File: src/rtl/crc_stream.sv
// Streaming CRC engine: forwards frames, then either appends the CRC (generate) or checks the
// trailing CRC (check). Optional saturating mismatch counter when CRC_ERRCNT_EN is defined.
module crc_stream #(
  parameter int unsigned          WIDTH   = 8,
  parameter logic [WIDTH-1:0]     POLY    = 8'h39,
  parameter logic [WIDTH-1:0]     INIT    = 8'hFF,
  parameter logic [WIDTH-1:0]     XOROUT  = 8'h00,
  parameter logic [WIDTH-1:0]     RESIDUE = 8'h00,
  parameter int unsigned          DW      = 1
) (
  input  logic             clk,
  input  logic             rst,
  input  logic             mode_check,
  input  logic             in_valid,
  output logic             in_ready,
  input  logic [DW-1:0]    in_data,
  input  logic             in_last,
  output logic             out_valid,
  input  logic             out_ready,
  output logic [DW-1:0]    out_data,
  output logic             out_last,
  output logic [WIDTH-1:0] crc_value,
  output logic             chk_valid,
  output logic             chk_ok
`ifdef CRC_ERRCNT_EN
  ,
  output logic [15:0]      err_count
`endif
);

  localparam int unsigned NChunk = WIDTH / DW;
  localparam int unsigned CntW   = (NChunk > 1) ? $clog2(NChunk) : 1;

  if ((DW > WIDTH) || ((WIDTH % DW) != 0)) begin : g_bad_dw
    $error("crc_stream: DW must divide WIDTH and not exceed it");
  end

  typedef enum logic [0:0] {StData, StAppend} state_e;

  state_e            state_q, state_d;
  logic [WIDTH-1:0]  r_q, r_d;
  logic [WIDTH-1:0]  crc_q, crc_d;
  logic [CntW-1:0]   chunk_q, chunk_d;
  logic              in_frame_q, in_frame_d;
  logic              mode_q, mode_d;
  logic              out_valid_q, out_valid_d;
  logic [DW-1:0]     out_data_q, out_data_d;
  logic              out_last_q, out_last_d;
  logic              chk_valid_q, chk_valid_d;
  logic              chk_ok_q, chk_ok_d;
`ifdef CRC_ERRCNT_EN
  logic [15:0]       err_q, err_d;
`endif

  logic              out_free, accept, frame_mode, last_chunk;
  logic [WIDTH-1:0]  r_next;

  // DW serial steps, in_data MSB first.
  function automatic logic [WIDTH-1:0] crc_step(input logic [WIDTH-1:0] r,
                                                input logic [DW-1:0] d);
    logic [WIDTH-1:0] c;
    c = r;
    for (int i = DW - 1; i >= 0; i--) begin
      c = (c << 1) ^ (((d[i] ^ c[WIDTH-1]) == 1'b1) ? POLY : '0);
    end
    return c;
  endfunction

  assign out_free   = !out_valid_q || out_ready;
  assign accept     = in_valid && in_ready;
  assign frame_mode = in_frame_q ? mode_q : mode_check;
  assign r_next     = crc_step(r_q, in_data);
  assign last_chunk = (chunk_q == CntW'(NChunk - 1));

  // FSM: state register
  always_ff @(posedge clk) begin
    if (rst) state_q <= StData;
    else     state_q <= state_d;
  end

  // FSM: next state
  always_comb begin
    state_d = state_q;
    unique case (state_q)
      StData:   if (accept && in_last && !frame_mode) state_d = StAppend;
      StAppend: if (out_free && last_chunk)            state_d = StData;
      default:  state_d = StData;
    endcase
  end

  // FSM: outputs
  always_comb begin
    in_ready = (state_q == StData) && out_free;
  end

  always_comb begin
    r_d         = r_q;
    crc_d       = crc_q;
    chunk_d     = chunk_q;
    in_frame_d  = in_frame_q;
    mode_d      = mode_q;
    out_valid_d = out_valid_q;
    out_data_d  = out_data_q;
    out_last_d  = out_last_q;
    chk_valid_d = 1'b0;
    chk_ok_d    = chk_ok_q;
`ifdef CRC_ERRCNT_EN
    err_d       = err_q;
`endif
    if (accept) begin
      out_valid_d = 1'b1;
      out_data_d  = in_data;
      out_last_d  = 1'b0;
      r_d         = r_next;
      in_frame_d  = 1'b1;
      if (!in_frame_q) mode_d = mode_check;
      if (in_last) begin
        if (frame_mode) begin
          out_last_d  = 1'b1;
          chk_valid_d = 1'b1;
          chk_ok_d    = (r_next == RESIDUE);
          r_d         = INIT;
          in_frame_d  = 1'b0;
`ifdef CRC_ERRCNT_EN
          if ((r_next != RESIDUE) && (err_q != 16'hFFFF)) err_d = err_q + 16'd1;
`endif
        end else begin
          crc_d   = r_next ^ XOROUT;
          chunk_d = '0;
        end
      end
    end else if ((state_q == StAppend) && out_free) begin
      // crc_q is shifted so the next chunk always sits in the top DW bits.
      out_valid_d = 1'b1;
      out_data_d  = crc_q[WIDTH-1 -: DW];
      out_last_d  = last_chunk;
      crc_d       = crc_q << DW;
      chunk_d     = chunk_q + CntW'(1);
      if (last_chunk) begin
        r_d        = INIT;
        in_frame_d = 1'b0;
      end
    end else if (out_free) begin
      out_valid_d = 1'b0;
    end
  end

  always_ff @(posedge clk) begin
    if (rst) begin
      r_q         <= INIT;
      crc_q       <= '0;
      chunk_q     <= '0;
      in_frame_q  <= 1'b0;
      mode_q      <= 1'b0;
      out_valid_q <= 1'b0;
      out_data_q  <= '0;
      out_last_q  <= 1'b0;
      chk_valid_q <= 1'b0;
      chk_ok_q    <= 1'b0;
`ifdef CRC_ERRCNT_EN
      err_q       <= '0;
`endif
    end else begin
      r_q         <= r_d;
      crc_q       <= crc_d;
      chunk_q     <= chunk_d;
      in_frame_q  <= in_frame_d;
      mode_q      <= mode_d;
      out_valid_q <= out_valid_d;
      out_data_q  <= out_data_d;
      out_last_q  <= out_last_d;
      chk_valid_q <= chk_valid_d;
      chk_ok_q    <= chk_ok_d;
`ifdef CRC_ERRCNT_EN
      err_q       <= err_d;
`endif
    end
  end

  assign out_valid = out_valid_q;
  assign out_data  = out_data_q;
  assign out_last  = out_last_q;
  assign chk_valid = chk_valid_q;
  assign chk_ok    = chk_ok_q;
  assign crc_value = r_q ^ XOROUT;
`ifdef CRC_ERRCNT_EN
  assign err_count = err_q;
`endif

endmodule

File: config.mk
export PLATFORM = sky130hd
export DESIGN_NAME = crc_stream
export DESIGN_NICKNAME = d
export VERILOG_FILES = /design/src/rtl/crc_stream.sv
export SDC_FILE = /design/constraint.sdc
export NUM_CORES = 1
export LEC_CHECK = 0
export CAP_MARGIN = 20
export CORE_ASPECT_RATIO = 1.2
export CORE_MARGIN = 5
export CORE_UTILIZATION = 47
export DETAILED_ROUTE_END_ITERATION = 6
export GPL_ROUTABILITY_DRIVEN = 0
export GPL_TIMING_DRIVEN = 0
export PLACE_DENSITY = 0.73
export SYNTH_ARGS = -nofsm -noshare
export SYNTH_HDL_FRONTEND = slang
export SYNTH_SLANG_ARGS = --single-unit
export TNS_END_PERCENT = 1
File: constraint.sdc
create_clock -name clk -period 1.74 [get_ports clk]
set_clock_uncertainty 0.15 [all_clocks]
set_input_delay 0.174 -clock clk [delete_from_list [all_inputs] [get_ports clk]]
set_output_delay 0.174 -clock clk [all_outputs]
set_load 0.01 [all_outputs]
==> flow_summary_export.csv, run 1 <==
group,metric,value,unit
synth,synth.distinct_cells,34,
cts,clk_latency,0.33,ns
worst_hold_path,hold_path_class,"reg2reg",
sta,max_freq,587,MHz
synth,yosys-top-cells-count,"27 x dfxtp_1, 13 x nand2_1, 11 x nor3_1, 9 x nand3_1, 9 x nor2_1",
routing,vias_per_cell,5.66,
routing,drc,0,
floorplanning,die_h,67.3,um
finish,drive_above_1_share,0.162,
finish,area_delta_synth_final,21.9,%
floorplanning,core_area,2580,sq um
critical_path,critPathMaxFanout,9,
flow_run,drv_cap,0,
routing,wl_met3,123,um
critical_path,crit_arrival,1.79,ns
routing,antenna_left,0,
cts,cts_buffer_depth,2,
floorplanning,io_pins,21,
cts,path_clk_slew,0.15,ns
floorplanning,start_util,0.499,
grt,grt_max_degree,17,
synth,synth_warnings,0,
synth,yosysMostFrequentCell,"dfxtp_1",
floorplanning,die_x,57.8,um
sta,drv_slew,0,
routing,wl_met1,1180,um
synth,yosys.area.top_type,"dfxtp_1",
critical_path,cp.required,1.83,ns
cts,cts_tree,"built",
sta,finalHoldWorstSlack,0.328,ns
worst_hold_path,min_from,"crc_q[0]",
synth,syn_area_per_cell,9.89,sq um
routing,post_drt_wl_per_cell,14.3,um
synth,synth_area,1290,sq um
grt,grt_usage,0.152,
critical_path,end_kind,"register",
sta,tns,0,ns
critical_path,path_class,"reg2reg",
synth,async_flop_share,0,
synth,synth_nets,139,
placement,post-place-ws,-0.287,ns
routing,num_vias,1059,
grt,first_global_vias,969,
grt,grt_overflow,0,
power,leakage,0.000588,uW
floorplanning,rows,20,
synth,synth_area_leaders,"dfxtp_1 42%, xnor3_1 5.3%, nor3_1 4.3%",
placement,portBuffers,20,
sta,finalHoldViolations,0,
sta,finalCritPeriodShare,0.980,
sta,fin_crit,1.70,ns
routing,wl,2670,um
sta,rsz0062_at_grt,"yes",
routing,top_layer_used,"met4",
floorplanning,die-area,3890,sq um
power,vdd_drop_max,0.414,mV
cts,cts_max_level,1,
cts,post-cts-setup-buffers,0,
grt,antenna_found_initial,0,
synth,syn_inst,130,
finish,nNetsFinal,164,
critical_path,cp-start-kind,"register",
critical_path,r2r-start,"state_q",
routing,drt_iter0_drc,33,
power,power_density,826,nW/um^2
outcome,status,"finished, final reports clean",
sta,setup_ws,0.0352,ns
sta,worst_pin_slew,0.455,ns
synth,synth_enable_flop_cells,0,
routing,firstDrtPassIters,4,
placement,dp.cells,183,
cts,cts_buffers,3,
synth,synth_seq_area_share,0.420,
critical_path,setup.worst_path.start,"state_q",
placement,dp_hpwl,2000,um
sta,slew_headroom,0.697,
cts,postCtsHoldBufs,0,
cts,root_buffer,"clkbuf_4",
finish,final_core_util,0.608,
synth,synth.top_cell.area_share,0.420,
finish,n_antenna_cell,0,
synth,synth-seq-cells,27,
finish,nFillCells,234,
grt,grt_pass1_wl,4620,um
cts,cts.sinks,27,
finish,final_cells,187,
synth,synth-main-ff-cell,"dfxtp_1",
routing,dr_wl_met2,1330,um
sta,setup_viol,0,
[state kept, by name (all words and copies together) (netlist names)]
register / count
crc_q: 8
crc_value: 8
chunk_q: 3
chk_ok: 1
chk_valid: 1
in_frame_q: 1
mode_q: 1
out_data: 1
out_last: 1
out_valid: 1
state_q: 1
[cell type report]
cell class                      count  area (sq um)  share of cell area
Multi-Input combinational cell     94           679               0.433
Sequential cell                    27           546               0.348
Timing Repair Buffer               20           199               0.127
Buffer                              9          72.6              0.0463
Tap cell                           33          41.3              0.0263
Clock buffer                        3          22.5              0.0144
Clock inverter                      1          7.51             0.00479
[critical path, cell delays in order, from the launching register on]
cell,delay [ns]
dfxtp_1,0.33
buf_6,0.13
nand2b_4,0.13
buf_6,0.13
a211oi_4,0.32
o21bai_4,0.14
a211o_1,0.28
[final timing paths]
path | cells past startpoint | endpoint | slack [ns]
setup / recovery | 6 | crc_value[3] | 0.04
hold / removal | 2 | crc_q[0] | 0.33
setup reg to reg | 6 | crc_value[3] | 0.04
hold reg to reg | 2 | crc_q[0] | 0.33
[layer usage]
layer  vias to the layer above  global-route usage
met5                         -                   0
met4                         0              0.0522
met2                        21               0.253
met1                       506               0.200
met3                         5              0.0229
li1                        527                   -
[report_power, final]
| group | switching [uW] | total (uW) | internal [uW] |
|---|---|---|---|
| logic | 150 | 313 | 163 |
| clock network | 189 | 277 | 88.0 |
| registers | 37.2 | 704 | 667 |
| total | 376 | 1290 | 918 |
[what timing repair did]
action / in CTS / in global routing
pin swaps: 1 / 4
resized for setup: 2 / 6
hold endpoints to repair: 0 / 0
setup endpoints to repair: 9 / 16
[placed cells by master, fill, tap and decap left out, types with 2 or more instances in the layout]
cell             count
nor3_1              11
a221o_1              4
dfxtp_1             23
clkbuf_1             3
a311oi_1             5
nor3_2               2
dfxtp_2              4
nor4_1               2
clkbuf_4             4
nor2_1               9
nand2_1             13
a21oi_1              8
xnor3_1              3
a211o_1              4
buf_6                3
nand3_1              9
nand2b_1             4
clkdlybuf4s50_1     19
a211oi_1             3
[cells by family after synthesis]
group	synth area share
adder cells (fa/ha/maj)	0.0195
multiplexers	0.0195
AO/OA/AOI/OAI	0.187
flip-flops	0.420
XOR/XNOR	0.0593
buffers and inverters	0.0535
AND/OR/NAND/NOR	0.241
[through the flow]
stage	total power, uW	instance area [sq um]
floorplan	921	1290
global placement	1020	1530
detailed placement	1030	1530
CTS	1310	1560
global route	1380	1570
finish	1290	1570
No activity file was read; power rests on OpenSTA's default activity.
==> run 2: changes to the inputs <==
Settings changed: CORE_UTILIZATION 47 to 50, CTS_CLUSTER_DIAMETER set to 100, PLACE_DENSITY 0.73 to 0.74.
Clock period 1.74 ns to 1.8 ns, I/O delays scaled along.
==> run 2 against run 1 <==
Compared with the run above: sequential cell count stayed put; clock power is 5% lower; final cell count stayed put; worst setup slack better by 0.019 ns; total power is 3.9% lower; sequential power is 3.6% lower; wire length is 1.6% higher; via count is 0.85% lower; core utilization is 1.3 points higher; fmax is 2.3% lower; critical path type unchanged.
==> flow_summary_export.csv, run 2 (synthesis gave the netlist of run 1 again) <==
group,metric,value,unit
finish,nFillCells,228,
finish,area_delta_synth_final,20.9,%
power,swShare,0.286,
grt,first_global_vias,1014,
critical_path,critPathTopFamily,"compound AO/OA/AOI/OAI gates",
finish,nNetsFinal,164,
floorplanning,die_x,56.3,um
sta,worst_pin_slew,0.495,ns
critical_path,cpMaxStageDelayCell,"dfxtp_1",
placement,portBuffers,20,
placement,dpl_cell_area,1530,sq um
placement,dp_hpwl,1990,um
sta,drv_slew,0,
grt,grt_pass1_wl,4590,um
critical_path,path_buf_inv,0,
floorplanning,core_area,2500,sq um
routing,firstDrtPassIters,4,
routing,antenna_left,0,
power,power_density,799,nW/um^2
finish,n_antenna_cell,0,
cts,root_buffer,"clkbuf_4",
floorplanning,die-area,3690,sq um
critical_path,crit_path_cell_trace,"mux2_4, a211oi_4, o21bai_4, a211o_1",
routing,vias_per_cell,5.61,
sta,rsz0062_at_grt,"yes",
cts,path_clk_slew,0.14,ns
cts,cts_buffer_depth,2,
critical_path,worst-r2r-cell-count,4,
sta,finalCritPeriodShare,0.970,
worst_hold_path,min_from,"crc_q[0]",
routing,drc,0,
critical_path,r2r-end,"crc_value[3]",
sta,finalHoldViolations,0,
routing,post_drt_wl_per_cell,14.5,um
sta,finalHoldWorstSlack,0.330,ns
placement,dp.cells,183,
critical_path,crit_arrival,1.83,ns
cts,cts.sinks,27,
cts,post-cts-setup-buffers,0,
floorplanning,die_h,65.6,um
sta,fin_crit,1.75,ns
finish,layout_commonest_cell,"dfxtp_1",
critical_path,r2r_slack,0.05,ns
finish,final_cells,187,
critical_path,cp.required,1.88,ns
grt,grt_max_degree,15,
finish,multi_input_comb_area,677,sq um
power,vdd_drop_max,0.411,mV
power,p_seq_frac,0.546,
finish,post-route-cell-area,1560,sq um
sta,slew_headroom,0.670,
critical_path,critPathMaxFanout,9,
power,p_int,888,uW
worst_hold_path,hold_end,"crc_q[0]",
grt,grt_overflow,0,
floorplanning,io_pins,21,
worst_hold_path,hold_path_class,"reg2reg",
critical_path,r2r-start,"in_frame_q",
critical_path,path_class,"reg2reg",
power,pwr-share-comb,0.244,
floorplanning,rows,20,
critical_path,critPathMaxStageDelay,0.37,ns
critical_path,end_kind,"register",
worst_hold_path,hold_depth,2,
finish,seq_area,543,sq um
routing,drt_iter0_drc,32,
routing,wl,2710,um
cts,cts_buffers,3,
outcome,status,"finished, final reports clean",
grt,grt_usage,0.157,
cts,cts_max_level,1,
sta,max_freq,573,MHz
power,p_clk_frac,0.211,
power,leakage,0.000590,uW
cts,cts_tree,"built",
cts,clk_latency,0.33,ns
power,switching_power,356,uW
routing,num_vias,1050,
critical_path,cp-start-kind,"register",
power,p_total,1240,uW
finish,final_cell_mix,"25 x dfxtp_1, 19 x clkdlybuf4s50_1, 13 x nand2_1",
finish,drive_above_1_share,0.136,
floorplanning,start_util,0.514,
sta,setup_viol,0,
grt,antenna_found_initial,0,
flow_run,drv_cap,0,
## run 2: per-stage QoR
| step | utilization | worst slack, ns | setup TNS, ns |
|---|---|---|---|
| 6_report | 0.622 | 0.0545 | 0 |
| 5_1_grt | 0.622 | -0.0157 | -0.0203 |
| 4_1_cts | 0.621 | 0.0372 | 0 |
| 3_5_place_dp | 0.611 | -0.222 | -3.24 |
| 3_3_place_gp | 0.611 | -0.192 | -2.86 |
| 2_1_floorplan | - | 0.186 | 0 |
## run 2: worst min-delay path, delay by kind of cell, from the launching register on
family | cells | cell delay, ns
flip-flops | 1 | 0.34
AND/OR/NAND/NOR | 1 | 0.06
AO/OA/AOI/OAI | 1 | 0.05
## run 2: repair_timing
| item | in CTS | in global routing |
|---|---|---|
| gates resized for setup | 1 | 2 |
| pin swaps | 0 | 1 |
| hold buffers | 0 | 0 |
| setup endpoints to repair | 1 | 6 |
## run 2: worst max path at each step
stage	startpoint	end	slack, ns	depth (start not counted)
floorplan	in_frame_q	crc_value[0]	0.19	4
global placement	out_ready	out_last	-0.19	6
detailed placement	out_ready	out_last	-0.22	6
CTS	in_frame_q	crc_value[3]	0.04	4
global route	out_ready	out_last	-0.02	6
finish	in_frame_q	crc_value[3]	0.05	4
## run 2: power by group through the flow
stage / Sequential [uW] / Clock, uW / Combinational (uW)
6_report: 679 / 262 / 303
3_3_place_gp: 690 / 0 / 301
5_1_grt: 685 / 297 / 331
4_1_cts: 678 / 270 / 305
3_5_place_dp: 692 / 0 / 304
2_1_floorplan: 695 / 0 / 195
## run 2: final cells by class
cell class / count / share of cell area
multi-input cells: 94 / 0.435
flip-flops and latches: 27 / 0.349
repair buffers: 20 / 0.128
plain buffers: 9 / 0.0442
well taps: 33 / 0.0265
clock buffers: 4 / 0.0169
## run 2: layer usage
layer / share of wire / global-route usage / vias up
met1: 0.45 / 0.191 / 500
li1: - / - / 524
met2: 0.50 / 0.279 / 21
met3: 0.035 / 0.0255 / 5
met5: 0 / 0 / -
met4: 0.017 / 0.0534 / 0
